File: config.mk
export PLATFORM = sky130hd
export DESIGN_NAME = ebu_arbiter_flat
export DESIGN_NICKNAME = d
export VERILOG_FILES = /design/src/rtl/ebu_arbiter_if.sv /design/src/rtl/ebu_arbiter.sv /design/src/flat_wrapper.sv
export SDC_FILE = /design/constraint.sdc
export NUM_CORES = 1
export LEC_CHECK = 0
export BUFFER_PORTS_ARGS = -buffer_cell sky130_fd_sc_hd__buf_2
export CAP_MARGIN = 15
export CELL_PAD_IN_SITES_DETAIL_PLACEMENT = 1
export CELL_PAD_IN_SITES_GLOBAL_PLACEMENT = 2
export CORE_MARGIN = 2
export CORE_UTILIZATION = 30
export DETAILED_ROUTE_END_ITERATION = 8
export PLACE_DENSITY = 0.82
export SETUP_SLACK_MARGIN = 0.05
export SLEW_MARGIN = 15
export SYNTH_ARGS = -nofsm -noshare
export SYNTH_HDL_FRONTEND = slang
export SYNTH_SLANG_ARGS = --single-unit
File: constraint.sdc
create_clock -name HCLK -period 4.6 [get_ports HCLK]
set_clock_uncertainty 0.15 [all_clocks]
set_input_delay 0.92 -clock HCLK [delete_from_list [all_inputs] [get_ports HCLK]]
set_output_delay 0.92 -clock HCLK [all_outputs]
set_load 0.005 [all_outputs]
File: src/rtl/ebu_arbiter_if.sv
// ebu_arbiter_if
// Groups the request/grant handshake and AHB-side beat signals of the
// external bus unit arbiter so they travel as one bundle.
//
// Signals
//   IFUReq, LSUReq      : bus requests from the instruction fetch and load/store units
//   IFUBurst, LSUBurst  : burst length codes (0 = single, 1 = 4, 2 = 8, 3 = 16 beats)
//   HREADY              : AHB beat-accepted strobe
//   IFUGrant, LSUGrant  : current bus owner (never both)
//   HTRANS              : AHB transfer type (00 IDLE, 10 NONSEQ, 11 SEQ)
//   BeatsLeft           : beats remaining after the current beat
//   IFUDone, LSUDone    : one-cycle pulse after the owner's last beat is accepted
//
// Modports
//   master : the arbiter side (drives grants, HTRANS, BeatsLeft, Done)
//   slave  : the requesting/bus environment side
interface ebu_arbiter_if;
    logic       IFUReq;
    logic       LSUReq;
    logic [1:0] IFUBurst;
    logic [1:0] LSUBurst;
    logic       HREADY;
    logic       IFUGrant;
    logic       LSUGrant;
    logic [1:0] HTRANS;
    logic [3:0] BeatsLeft;
    logic       IFUDone;
    logic       LSUDone;

    modport master (
        input  IFUReq, LSUReq, IFUBurst, LSUBurst, HREADY,
        output IFUGrant, LSUGrant, HTRANS, BeatsLeft, IFUDone, LSUDone
    );

    modport slave (
        output IFUReq, LSUReq, IFUBurst, LSUBurst, HREADY,
        input  IFUGrant, LSUGrant, HTRANS, BeatsLeft, IFUDone, LSUDone
    );
endinterface

File: src/rtl/ebu_arbiter.sv
// ebu_arbiter
// Two-master bus arbiter for the external bus unit. The LSU has fixed
// priority over the IFU. A granted burst always runs to completion; wait
// states (HREADY low) freeze every output. When the last beat is accepted
// the owner's Done pulses and arbitration happens on that same edge, so a
// pending request is granted back-to-back with a NONSEQ beat.
//
// Optional feature: define EBU_STARVE_GUARD_EN to enable the starvation
// guard. A 4-bit StarveCnt counts LSU grants made while the IFU is waiting
// and, once it reaches STARVE_LIMIT, the IFU wins the next arbitration.
// Without the macro arbitration is strict LSU priority and STARVE_LIMIT
// has no effect.
//
// Ports
//   HCLK     : clock
//   HRESETn  : asynchronous active-low reset
//   bus      : ebu_arbiter_if.master (requests, bursts, HREADY in;
//              grants, HTRANS, BeatsLeft, Done pulses out)
//
// Parameters
//   STARVE_LIMIT : consecutive LSU grants tolerated while the IFU waits (1-15)
module ebu_arbiter #(
    parameter int unsigned STARVE_LIMIT = 4
) (
    input  logic          HCLK,
    input  logic          HRESETn,
    ebu_arbiter_if.master bus
);

    localparam logic [1:0] HTRANS_IDLE   = 2'b00;
    localparam logic [1:0] HTRANS_NONSEQ = 2'b10;
    localparam logic [1:0] HTRANS_SEQ    = 2'b11;

    typedef enum logic [1:0] {
        IDLE  = 2'd0,
        OWN_I = 2'd1,
        OWN_L = 2'd2
    } state_t;

    state_t     state;
    logic       ifu_grant_q;
    logic       lsu_grant_q;
    logic [1:0] htrans_q;
    logic [3:0] beats_left_q;
    logic       ifu_done_q;
    logic       lsu_done_q;

    logic       lsu_wins;
    logic       any_req;
    logic [1:0] win_burst;
    logic [3:0] win_beats;

    // Out-of-range limits leave this marker block in the elaborated design.
    if (STARVE_LIMIT < 1 || STARVE_LIMIT > 15) begin : g_starve_limit_out_of_range
    end

`ifdef EBU_STARVE_GUARD_EN
    localparam logic [3:0] LIMIT = 4'(STARVE_LIMIT);
    logic [3:0] starve_cnt;

    // The LSU normally wins, but yields once the waiting IFU has been
    // passed over LIMIT times in a row.
    assign lsu_wins = bus.LSUReq && !(bus.IFUReq && (starve_cnt == LIMIT));
`else
    // Strict LSU priority.
    assign lsu_wins = bus.LSUReq;
`endif

    assign any_req = bus.IFUReq || bus.LSUReq;

    // Winner's burst code and the BeatsLeft value loaded at grant.
    always_comb begin
        win_burst = lsu_wins ? bus.LSUBurst : bus.IFUBurst;
        win_beats = 4'd0;
        case (win_burst)
            2'd0:    win_beats = 4'd0;
            2'd1:    win_beats = 4'd3;
            2'd2:    win_beats = 4'd7;
            default: win_beats = 4'd15;
        endcase
    end

    // Main FSM. Every output is a register updated here. Nothing moves
    // while an owned beat waits on HREADY except the Done pulses, which
    // only ever last one cycle. The IDLE state and the final accepted beat
    // share the same arbitration path so back-to-back grants need no gap.
    always_ff @(posedge HCLK or negedge HRESETn) begin
        if (!HRESETn) begin
            state        <= IDLE;
            ifu_grant_q  <= 1'b0;
            lsu_grant_q  <= 1'b0;
            htrans_q     <= HTRANS_IDLE;
            beats_left_q <= 4'd0;
            ifu_done_q   <= 1'b0;
            lsu_done_q   <= 1'b0;
        end else begin
            ifu_done_q <= 1'b0;
            lsu_done_q <= 1'b0;
            if (state == IDLE || bus.HREADY) begin
                if (state != IDLE && beats_left_q != 4'd0) begin
                    beats_left_q <= beats_left_q - 4'd1;
                    htrans_q     <= HTRANS_SEQ;
                end else begin
                    ifu_done_q <= (state == OWN_I);
                    lsu_done_q <= (state == OWN_L);
                    if (any_req) begin
                        state        <= lsu_wins ? OWN_L : OWN_I;
                        lsu_grant_q  <= lsu_wins;
                        ifu_grant_q  <= !lsu_wins;
                        htrans_q     <= HTRANS_NONSEQ;
                        beats_left_q <= win_beats;
                    end else begin
                        state        <= IDLE;
                        lsu_grant_q  <= 1'b0;
                        ifu_grant_q  <= 1'b0;
                        htrans_q     <= HTRANS_IDLE;
                        beats_left_q <= 4'd0;
                    end
                end
            end
        end
    end

`ifdef EBU_STARVE_GUARD_EN
    // Starvation counter: bumps on every LSU grant made while the IFU is
    // still asking, clears whenever the IFU is granted. Saturates so a
    // long run with the IFU idle-then-requesting can never wrap.
    always_ff @(posedge HCLK or negedge HRESETn) begin
        if (!HRESETn) begin
            starve_cnt <= 4'd0;
        end else if ((state == IDLE || (bus.HREADY && beats_left_q == 4'd0)) && any_req) begin
            if (!lsu_wins) begin
                starve_cnt <= 4'd0;
            end else if (bus.IFUReq && starve_cnt != 4'hF) begin
                starve_cnt <= starve_cnt + 4'd1;
            end
        end
    end
`endif

    assign bus.IFUGrant  = ifu_grant_q;
    assign bus.LSUGrant  = lsu_grant_q;
    assign bus.HTRANS    = htrans_q;
    assign bus.BeatsLeft = beats_left_q;
    assign bus.IFUDone   = ifu_done_q;
    assign bus.LSUDone   = lsu_done_q;

endmodule

File: src/flat_wrapper.sv
// flat-port wrapper written by rule: the top's interface ports become plain ports
module ebu_arbiter_flat 
#(
    parameter int unsigned STARVE_LIMIT = 4
)
  (HCLK, HRESETn, bus_IFUReq, bus_LSUReq, bus_IFUBurst, bus_LSUBurst, bus_HREADY, bus_IFUGrant, bus_LSUGrant, bus_HTRANS, bus_BeatsLeft, bus_IFUDone, bus_LSUDone);
  ebu_arbiter_if bus_i ();
  input  logic HCLK;
  input  logic HRESETn;
  input wire logic [$bits(bus_i.IFUReq)-1:0] bus_IFUReq;
  input wire logic [$bits(bus_i.LSUReq)-1:0] bus_LSUReq;
  input wire logic [$bits(bus_i.IFUBurst)-1:0] bus_IFUBurst;
  input wire logic [$bits(bus_i.LSUBurst)-1:0] bus_LSUBurst;
  input wire logic [$bits(bus_i.HREADY)-1:0] bus_HREADY;
  output wire logic [$bits(bus_i.IFUGrant)-1:0] bus_IFUGrant;
  output wire logic [$bits(bus_i.LSUGrant)-1:0] bus_LSUGrant;
  output wire logic [$bits(bus_i.HTRANS)-1:0] bus_HTRANS;
  output wire logic [$bits(bus_i.BeatsLeft)-1:0] bus_BeatsLeft;
  output wire logic [$bits(bus_i.IFUDone)-1:0] bus_IFUDone;
  output wire logic [$bits(bus_i.LSUDone)-1:0] bus_LSUDone;
  assign bus_i.IFUReq = bus_IFUReq;
  assign bus_i.LSUReq = bus_LSUReq;
  assign bus_i.IFUBurst = bus_IFUBurst;
  assign bus_i.LSUBurst = bus_LSUBurst;
  assign bus_i.HREADY = bus_HREADY;
  assign bus_IFUGrant = bus_i.IFUGrant;
  assign bus_LSUGrant = bus_i.LSUGrant;
  assign bus_HTRANS = bus_i.HTRANS;
  assign bus_BeatsLeft = bus_i.BeatsLeft;
  assign bus_IFUDone = bus_i.IFUDone;
  assign bus_LSUDone = bus_i.LSUDone;
  ebu_arbiter #(.STARVE_LIMIT(STARVE_LIMIT)) u_core (.HCLK(HCLK), .HRESETn(HRESETn), .bus(bus_i));
endmodule
# Word level (Yosys, flattened, before mapping)
# Index checks and enable logic that the tools add are counted.
# totals
elab_cells,36
reg_bits,12
input_bits,9
# classes
muxes,14
bitwise_logic,1
add_sub_neg,1
reduce_logical,9
eq_ne,4
# op_table
cell,count
$pmux 4 s3,1
$mux 2,5
$mux 4,2
$mux 1,6
$eq 2x1->1 const B,2
$eq 2x2->1 const B,2
$logic_not 2->1,2
$reduce_bool 4->1,1
$sub 4x1->4 const B,1
$logic_or 1x1->1,2
$reduce_and 2->1,1
$reduce_bool 2->1,1
$logic_and 1x1->1,1
$logic_not 1->1,1
$not 1->1,1

# Depth between registers and ports, before layout
# Gate-level depths: netlist of run 1.
# depth
depth_word,5
mapped_depth,5
mapped_depth_nobuf,5

# Least setup slack after synthesis of run 1
# OpenSTA, ideal clock, no wires.
# synth_path
kind,input to register
startpoint,in bus_LSUBurst[0]
endpoint,reg u_core.beats_left_q[1] (netlist: u_core.bus.BeatsLeft[1])
slack_ps,2831
path_stages,4
arrival_time_ps,1498
n_path_buf,0
t_required_ps,4329
setup_ps,121
path_cell_list,o21ai_0 > o21ai_0 > or2_0 > a22o_1
# synth_between
elab_chain_len,5
elab_cells_between_ends,7
cone_classes,2 x eq/ne; 4 x mux; 1 x reduce/logical
# synth_rtl
element,line,rtl
start: declaration,flat_wrapper.sv:13,input wire logic [$bits(bus_i.LSUBurst)-1:0] bus_LSUBurst;
$mux 2 (*),ebu_arbiter.sv:73,win_burst = lsu_wins ? bus.LSUBurst : bus.IFUBurst;
$eq 2x2->1 (tied with other cells),ebu_arbiter.sv:75,case (win_burst)
$pmux 4 s3 (*),ebu_arbiter.sv:75,
$mux 4 (*),ebu_arbiter.sv:106,if (any_req) begin
$mux 4 (*),ebu_arbiter.sv:100,if (state != IDLE && beats_left_q != 4'd0) begin
end signal: assignment,ebu_arbiter.sv:101,beats_left_q <= beats_left_q - 4'd1;
end signal: assignment,ebu_arbiter.sv:111,beats_left_q <= win_beats;
end: declaration,ebu_arbiter.sv:44,logic [3:0] beats_left_q;
# Mark *: on every way between the ends. The rest lies on a longest branch, timed or not.
# A chain may end at the register's enable or synchronous reset.

# Worst setup path in the final report of run 1
# layout_path
startpoint,reg u_core.ifu_grant_q (netlist: u_core.bus.IFUGrant)
endpoint,out bus_IFUGrant
# layout_lines
element,line,rtl
start: declaration,ebu_arbiter.sv:41,logic ifu_grant_q;
start signal: assignment,ebu_arbiter.sv:109,ifu_grant_q <= !lsu_wins;
end: declaration,flat_wrapper.sv:15,output wire logic [$bits(bus_i.IFUGrant)-1:0] bus_IFUGrant;
# No word-level cell between the ends.

==> flow_summary.yaml, run 1 <==
clocking:
  insertion_delay_ns: 0.26
  htreeDepth: 1
  ctsResizeCount: 0
  max-clock-path-buffers: 2
  cts-root-buf: "clkbuf_4"
  hold_buffers: 0
  clkTransAtPathRegs_ns: 0.07
  cts_tree: "built"
  cts_buffers: 3
  cts_setup_buffers: 0
  clock-sinks: 10
setup_path:
  r2r_slack_ns: 2.94
  worstSetupStartpoint: "u_core.bus.IFUGrant"
  path_buf_inv: 1
  path_cells: "buf_2"
  crit_type: "flip-flop to primary output"
  end_kind: "primary output"
  r2r-start: "u_core.bus.BeatsLeft[0]"
  cp_slowest_cell: "dfrtp_1"
  crit_fanout: 6
  max_stage_delay_ns: 0.46
  critPathArrivalTime_ns: 0.88
  worstReg2RegEnd: "u_core.bus.LSUGrant"
  start_kind: "flip-flop"
  crit_family: "flip-flops"
  ff2ff_path_depth: 4
  required_ns: 3.53
route:
  drt_iter0_drc: 7
  drc: 0
  post_drt_wl_per_cell_um: 12.8
  via_per_inst: 5.10
  vias: 525
  totalWireLength_um: 1320
  antenna_left: 0
  firstDrtPassIters: 3
sta:
  maxSlewViolCount: 0
  finalCriticalPeriod_ns: 1.95
  whs_ns: 0.331
  finalWorstSetupSlack_ns: 2.65
  fmaxAchievable_mhz: 513
  hold_violations: 0
  worst_pin_slew_ns: 0.267
  fin_setup_tns_ns: 0
  final-setup-viol-count: 0
  fin_crit_sh_pct: 42.4
  slew_headroom_pct: 82.1
  rsz0062_at_grt: "no"
global_route:
  grt_pass1_wl_um: 2210
  antenna_found_initial: 0
  grt_pass1_vias: 526
  grt_usage_pct: 14.5
  overflow: 0
  grt_max_degree: 11
logic_synthesis:
  yosysTopAreaCell: "dfrtp_1"
  yosysTopAreaCellShare_pct: 44.2
  synth.distinct_cells: 27
  synth.avg_cell_area_um2: 9.92
  synthTopCellsByArea: "dfrtp_1, o21ai_0, nor2_4, a31oi_4, a21oi_1"
  yosys-top-cells-count: "dfrtp_1, o21ai_0, a21oi_1, nand2_1, nor2_1"
  async_flop_share_pct: 100
  post-synth-top-count-cell: "dfrtp_1"
  postSynthCellCount: 57
  yosys_register_bits: 10
  syn_area_um2: 566
  ys_warn_count: 0
  ys.flop_type: "dfrtp_1"
  yosysSeqAreaShare_pct: 44.2
  synth_edf_count: 0
  syn-num-nets: 67
die:
  die_w_um: 47.4
  dieArea_um2: 2250
  ioPinCount: 19
  die_h_um: 47.4
  row_count: 15
  start_util_pct: 32.4
  core_area_um2: 1750
min_path:
  hold_depth: 1
  hold-path-endpoint: "u_core.bus.HTRANS[0]"
  min_path_type: "flip-flop to flip-flop"
  worstHoldStart: "u_core.bus.HTRANS[0]"
run_status:
  status: "complete, no violations"
place:
  gp_congestion: 0.751
  dpl_cell_area_um2: 687
  dp.cells: 100
  portBuffers: 18
  place_ws_ns: 2.60
  dp_hpwl_um: 1040
flow_run:
  cap_violations: 0
final_layout:
  fin_util_pct: 40.6
  final_cells: 103
  drive_above_1_share_pct: 38.5
  area_delta_synth_final_pct: 25.4
  finalNetCount: 90
  antenna_cells: 0
  stdcell_area_um2: 709
pwr:
  power_density_nw_per_um2: 675
  ir_worst_vdd_uv: 162
  p_leak_nw: 0.322
  total_power_mw: 0.479
cell families after synthesis:
logic type / Yosys count / share of synthesized area, %
AND/OR/NAND/NOR: 22 / 22.1
AO/OA/AOI/OAI: 20 / 27.4
flip-flops: 10 / 44.2
buffers and inverters: 3 / 1.99
multiplexers: 1 / 1.99
adder cells (fa/ha/maj): 1 / 2.21
final cells by class:
cell class	instances	area [µm²]
clock buffer	3	22.5
inverter	3	11.3
sequential	10	250
timing repair buffer	18	90.1
fill	228	1040
multi-input combinational	44	304
tap	25	31.3
layout by cell type, fill, tap and decap left out:
cell / netlist / layout
nor2_4: 2 / 2
a22o_1: 1 / 1
a221oi_2: 1 / 1
nor3b_1: 2 / 2
nor2_1: 4 / 4
a211oi_1: 2 / 2
o21ai_0: 5 / 5
o2111ai_1: 1 / 1
nand2b_1: 1 / 1
nor3_1: 2 / 2
nor2_2: 1 / 1
a21oi_1: 4 / 4
a21o_1: 1 / 1
o21ai_2: 1 / 1
dfrtp_1: 10 / 10
nand2_1: 4 / 4
mux2_2: 1 / 1
or2_2: 1 / 1
clkbuf_4: 0 / 3
a31oi_1: 1 / 1
a31oi_4: 1 / 1
o211a_1: 1 / 1
buf_2: 0 / 18
nand3_1: 3 / 3
ha_1: 1 / 1
a21o_2: 1 / 1
inv_1: 3 / 3
nand3b_1: 1 / 1
or2_0: 1 / 1
how the worst max path moves through the flow:
stage	end	slack, ns	depth (start not counted)
after floorplan	u_core.bus.BeatsLeft[1]	2.83	4
after global placement	u_core.bus.LSUGrant	2.60	3
after detailed placement	u_core.bus.LSUGrant	2.60	3
after CTS	bus_IFUGrant	2.63	1
after global routing	bus_LSUGrant	2.60	1
final	bus_IFUGrant	2.65	1
report_power, final:
group	switching, mW	internal [mW]
Clock	0.0288	0.0302
Sequential	0.0417	0.127
Combinational	0.134	0.116
Total	0.205	0.274
state kept, by name (all words and copies together) (netlist names):
name and flops:
u_core.bus.LSUGrant 1, u_core.bus.HTRANS 2, u_core.bus.IFUGrant 1, u_core.bus.LSUDone 1
u_core.bus.BeatsLeft 4, u_core.bus.IFUDone 1
metal layers:
metal | track usage, % | vias up | share of wire [%] | routed length, µm
li1 | - | 256 | - | -
met1 | 18.9 | 249 | 46 | 607
met2 | 21.9 | 16 | 46 | 612
met3 | 1.13 | 4 | 4.9 | 64
met4 | 11.7 | 0 | 2.5 | 33
met5 | 0 | - | 0 | 0
Note: power is estimated with default switching activity, not from simulation.
==> run 2: changes to the inputs <==
- ABC_AREA: not set -> 1
- CORE_UTILIZATION: 30 -> 25
- PLACE_DENSITY: 0.82 -> 0.76
- clock period: 4.6 -> 1.9 ns (I/O delays scaled with it)
==> flow_summary.yaml, run 2 <==
run_status:
  status: "complete, no violations"
sta:
  fin_setup_tns_ns: 0
  fmaxAchievable_mhz: 686
  finalCriticalPeriod_ns: 1.46
  rsz0062_at_grt: "no"
  maxSlewViolCount: 0
  hold_violations: 0
  fin_crit_sh_pct: 76.7
  final-setup-viol-count: 0
  slew_headroom_pct: 82.7
  worst_pin_slew_ns: 0.258
final_layout:
  final_cells: 128
  finalNetCount: 111
  final_cell_mix: "nand2_1, buf_2, inv_1"
  multiInputGateArea_um2: 269
  largest_register_ffs: 4
  layout_commonest_cell: "nand2_1"
  area.sequential_um2: 250
  drive_above_1_share_pct: 33.0
  area_delta_synth_final_pct: 29.8
  fillers: 298
  antenna_cells: 0
logic_synthesis:
  synth.avg_cell_area_um2: 7.47
  yosysTopAreaCellShare_pct: 43.5
  synth.distinct_cells: 15
  async_flop_share_pct: 100
  synth_edf_count: 0
  postSynthCellCount: 77
  syn_area_um2: 576
  ys.flop_type: "dfrtp_1"
  yosysTopAreaCell: "dfrtp_1"
  synthTopCellsByArea: "dfrtp_1, nand2_1, inv_1, nor2_1, nand2_4"
  post-synth-top-count-cell: "nand2_1"
  yosys_register_bits: 10
  yosysSeqAreaShare_pct: 43.5
  yosys-top-cells-count: "nand2_1, inv_1, dfrtp_1"
  ys_warn_count: 0
  syn-num-nets: 87
route:
  drc: 0
  drt_iter0_drc: 3
  antenna_left: 0
  top_layer: "met3"
  post_drt_wl_per_cell_um: 10.0
  wl_met3_um: 57
  via_per_inst: 4.30
  wl_met1_um: 574
  vias: 550
  firstDrtPassIters: 4
  met2WireLength_um: 648
  totalWireLength_um: 1280
clocking:
  cts-root-buf: "clkbuf_4"
  max-clock-path-buffers: 2
  cts_tree: "built"
  clock-sinks: 10
  cts_buffers: 3
  clkTransAtPathRegs_ns: 0.07
  ctsResizeCount: 0
  insertion_delay_ns: 0.26
  htreeDepth: 1
setup_path:
  crit_fanout: 7
  start_kind: "flip-flop"
  end_kind: "flip-flop"
  cp_slowest_cell: "dfrtp_1"
  path_cells: "inv_1, ha_1, nand2_2, nand2_4, nand2_4, nor2_2, nand2_1, o21ai_2"
  critPathArrivalTime_ns: 1.50
  crit_type: "flip-flop to flip-flop"
  path_common_cell: "nand2_4"
  required_ns: 1.94
  path_buf_inv: 1
  crit_family: "simple AND/OR/NAND/NOR gates"
  max_stage_delay_ns: 0.39
pwr:
  pwr-share-clk_pct: 16.7
  p_leak_nw: 0.424
  switching_power_mw: 0.489
  seqPwrFrac_pct: 33.0
  total_power_mw: 1.15
  ir_worst_vdd_uv: 569
  switching_share_pct: 42.6
  internal_power_mw: 0.659
  power_density_nw_per_um2: 1540
  p_comb_share_pct: 50.3
global_route:
  overflow: 0
  grt_pass1_vias: 539
  grt_max_degree: 11
  grt_usage_pct: 11.7
  antenna_found_initial: 0
  grt_pass1_wl_um: 2390
place:
  portBuffers: 18
  dp.cells: 123
  gp_congestion: 0.771
  dp_hpwl_um: 1090
flow_run:
  cap_violations: 0
die:
  core_area_um2: 2190
  start_util_pct: 26.3
  die_w_um: 52.0
  ioPinCount: 19
  die_h_um: 52.0
  row_count: 17
  dieArea_um2: 2700
min_path:
  min_path_type: "input port to flip-flop"
[run 2: per-layer routing]
metal / vias to the layer above / GRT usage [%]
met5: - / 0
met4: 0 / 2.63
met3: 0 / 4.60
met2: 11 / 18.6
met1: 259 / 14.7
li1: 280 / -
[run 2: timing repair]
| item | CTS | global route |
|---|---|---|
| endpoints found under the hold margin | 10 | 0 |
| hold buffers | 1 | 0 |
| buffers inserted | 0 | 0 |
[run 2: power by group through the flow]
stage | Combinational [mW] | Sequential, mW | Clock, mW
finish | 0.578 | 0.378 | 0.192
global route | 0.675 | 0.394 | 0.213
CTS | 0.594 | 0.383 | 0.199
detailed placement | 0.589 | 0.387 | 0
global placement | 0.588 | 0.383 | 0
floorplan | 0.400 | 0.386 | 0
[run 2: worst reg2reg max path: stages (launching register included)]
cell	delay [ns]
dfrtp_1	0.39
inv_1	0.13
ha_1	0.22
nand2_2	0.10
nand2_4	0.09
nand2_4	0.08
nor2_2	0.10
nand2_1	0.07
o21ai_2	0.05
[run 2: cell type report]
class / count / share of cell area [%]
Multi-Input combinational cell: 52 / 36.0
Inverter: 15 / 7.54
Sequential cell: 10 / 33.5
Timing Repair Buffer: 19 / 13.4
Clock buffer: 4 / 4.86
Tap cell: 28 / 4.69
[run 2: through the flow]
stage          instance area [µm²]  worst slack [ns]  hold slack, ns  util (%)
2_1_floorplan                  576             0.563         -0.0656         -
3_3_place_gp                   701             0.523           0.105      32.0
5_1_grt                        747             0.305           0.189      34.1
6_report                       747             0.443           0.197      34.1
3_5_place_dp                   701             0.446           0.111      32.0
4_1_cts                        747             0.425           0.191      34.1
[run 2: worst paths after layout]
kind	slack, ns	depth (start not counted)	end	from
max	0.44	8	u_core.bus.IFUGrant	u_core.bus.BeatsLeft[0]
max in group asynchronous	1.06	2	u_core.bus.HTRANS[1]	HRESETn
min reg2reg	0.36	1	u_core.bus.IFUDone	u_core.bus.LSUGrant
max reg2reg	0.44	8	u_core.bus.IFUGrant	u_core.bus.BeatsLeft[0]
min	0.20	3	u_core.bus.IFUGrant	bus_IFUReq
min in group asynchronous	0.35	2	u_core.bus.BeatsLeft[0]	HRESETn
[run 2: logic make-up after synthesis]
family	Yosys count	share of synthesized area [%]
simple gates	44	36.5
buf+inv	15	9.78
flops	10	43.5
compound gates	6	6.52
xor+xnor	1	1.52
fa+ha+maj	1	2.17
==> run 3: changes to the inputs <==
- ABC_AREA: 1 -> 0
- CORE_UTILIZATION: 25 -> 28
- PLACE_DENSITY: 0.76 -> 0.77
- clock period: 1.9 -> 1.4 ns (I/O delays scaled with it)
==> flow_summary.yaml, run 3 (synthesis results as in run 1) <==
route:
  drt_iter0_drc: 3
  antenna_left: 0
  drc: 0
  totalWireLength_um: 1620
  vias: 581
  post_drt_wl_per_cell_um: 13.3
  firstDrtPassIters: 3
  via_per_inst: 4.76
sta:
  maxSlewViolCount: 0
  fin_setup_tns_ns: -0.0247
  finalCriticalPeriod_ns: 1.42
  rsz0062_at_grt: "yes"
  finalWorstSetupSlack_ns: -0.0232
  hold_violations: 0
  final-setup-viol-count: 2
  slew_headroom_pct: 79.4
  fin_crit_sh_pct: 102
  worst_pin_slew_ns: 0.305
  fmaxAchievable_mhz: 703
die:
  start_util_pct: 29.1
  row_count: 16
  die_h_um: 48.9
  ioPinCount: 19
  die_w_um: 48.9
  dieArea_um2: 2400
  core_area_um2: 1940
min_path:
  min_path_type: "input port to flip-flop"
setup_path:
  max_stage_delay_ns: 0.39
  critPathArrivalTime_ns: 1.42
  required_ns: 1.40
  path_buf_inv: 1
  cp_slowest_cell: "dfrtp_1"
  start_kind: "flip-flop"
  crit_fanout: 5
  crit_type: "flip-flop to flip-flop"
  crit_family: "flip-flops"
  end_kind: "flip-flop"
  path_cells: "inv_2, ha_4, a31oi_4, mux2_4"
clocking:
  max-clock-path-buffers: 2
  clock-sinks: 10
  cts-root-buf: "clkbuf_4"
  cts_tree: "built"
  insertion_delay_ns: 0.26
  cts_buffers: 3
  clkTransAtPathRegs_ns: 0.07
  htreeDepth: 1
pwr:
  p_leak_nw: 0.420
  ir_worst_vdd_uv: 773
  total_power_mw: 2.16
  power_density_nw_per_um2: 2340
place:
  place_ws_ns: -0.0453
  dp_hpwl_um: 1230
  dp.cells: 113
  dpl_cell_area_um2: 795
  gp_congestion: 0.713
  portBuffers: 18
global_route:
  overflow: 0
  grt_max_degree: 11
  grt_usage_pct: 15.6
  antenna_found_initial: 0
  grt_pass1_vias: 642
  grt_pass1_wl_um: 2860
final_layout:
  antenna_cells: 0
  stdcell_area_um2: 922
  layout_commonest_cell: "buf_2"
  finalNetCount: 106
  final_cell_mix: "buf_2, buf_4, dfrtp_1"
  largest_register_ffs: 4
  area_delta_synth_final_pct: 63.1
  drive_above_1_share_pct: 57.9
  final_cells: 122
  fillers: 229
flow_run:
  cap_violations: 0
run_status:
  status: "finished, violations left"
  violations: "negative setup slack"
[run 3: power by group]
part | internal, mW | switching [mW]
clock network | 0.110 | 0.0945
logic | 0.788 | 0.630
registers | 0.421 | 0.112
total | 1.32 | 0.836
[run 3: layout make-up]
type                    count  area (µm²)  area share, %
well taps                  27        33.8           3.66
inverters                   3        11.3           1.22
repair buffers             34         250           27.1
multi-input cells          44         349           37.9
clock buffers               4        26.3           2.85
flip-flops and latches     10         251           27.3
[run 3: per-stage QoR]
stage | util, % | hold slack, ns
after CTS | 45.1 | 0.161
after detailed placement | 40.9 | 0.00427
final | 47.5 | 0.164
after global routing | 47.5 | 0.205
after floorplan | - | -0.166
after global placement | 40.9 | 0.00326
[run 3: per-layer routing]
metal,wire [µm],vias to the layer above,GRT usage [%],share of wire [%]
li1,-,284,-,-
met1,686,284,17.9,42
met2,848,11,27.2,52
met3,54,2,1.23,3.3
met4,27,0,11.4,1.7
met5,0,-,0,0
[run 3: tightest hold or removal path: stages]
cell	delay (ns)
buf_2	0.13
nand2b_1	0.07
o21ai_0	0.06
[run 3: timing repair]
item	CTS	global route
hold buffers	1	0
setup buffers	2	3
hold endpoints to repair	10	0
resized for setup	6	8
endpoints found under the setup margin	13	15
pin swaps	2	4
[run 3: worst paths after layout]
check / end / cells after the start / from / slack, ns
min reg2reg: u_core.bus.HTRANS[0] / 1 / u_core.bus.HTRANS[0] / 0.34
max in group asynchronous: u_core.bus.IFUGrant / 2 / HRESETn / 0.64
max reg2reg: u_core.bus.LSUGrant / 4 / u_core.bus.BeatsLeft[0] / -0.02
min in group asynchronous: u_core.bus.LSUGrant / 2 / HRESETn / 0.26
min: u_core.bus.IFUGrant / 3 / bus_IFUReq / 0.16
max: u_core.bus.LSUGrant / 4 / u_core.bus.BeatsLeft[0] / -0.02
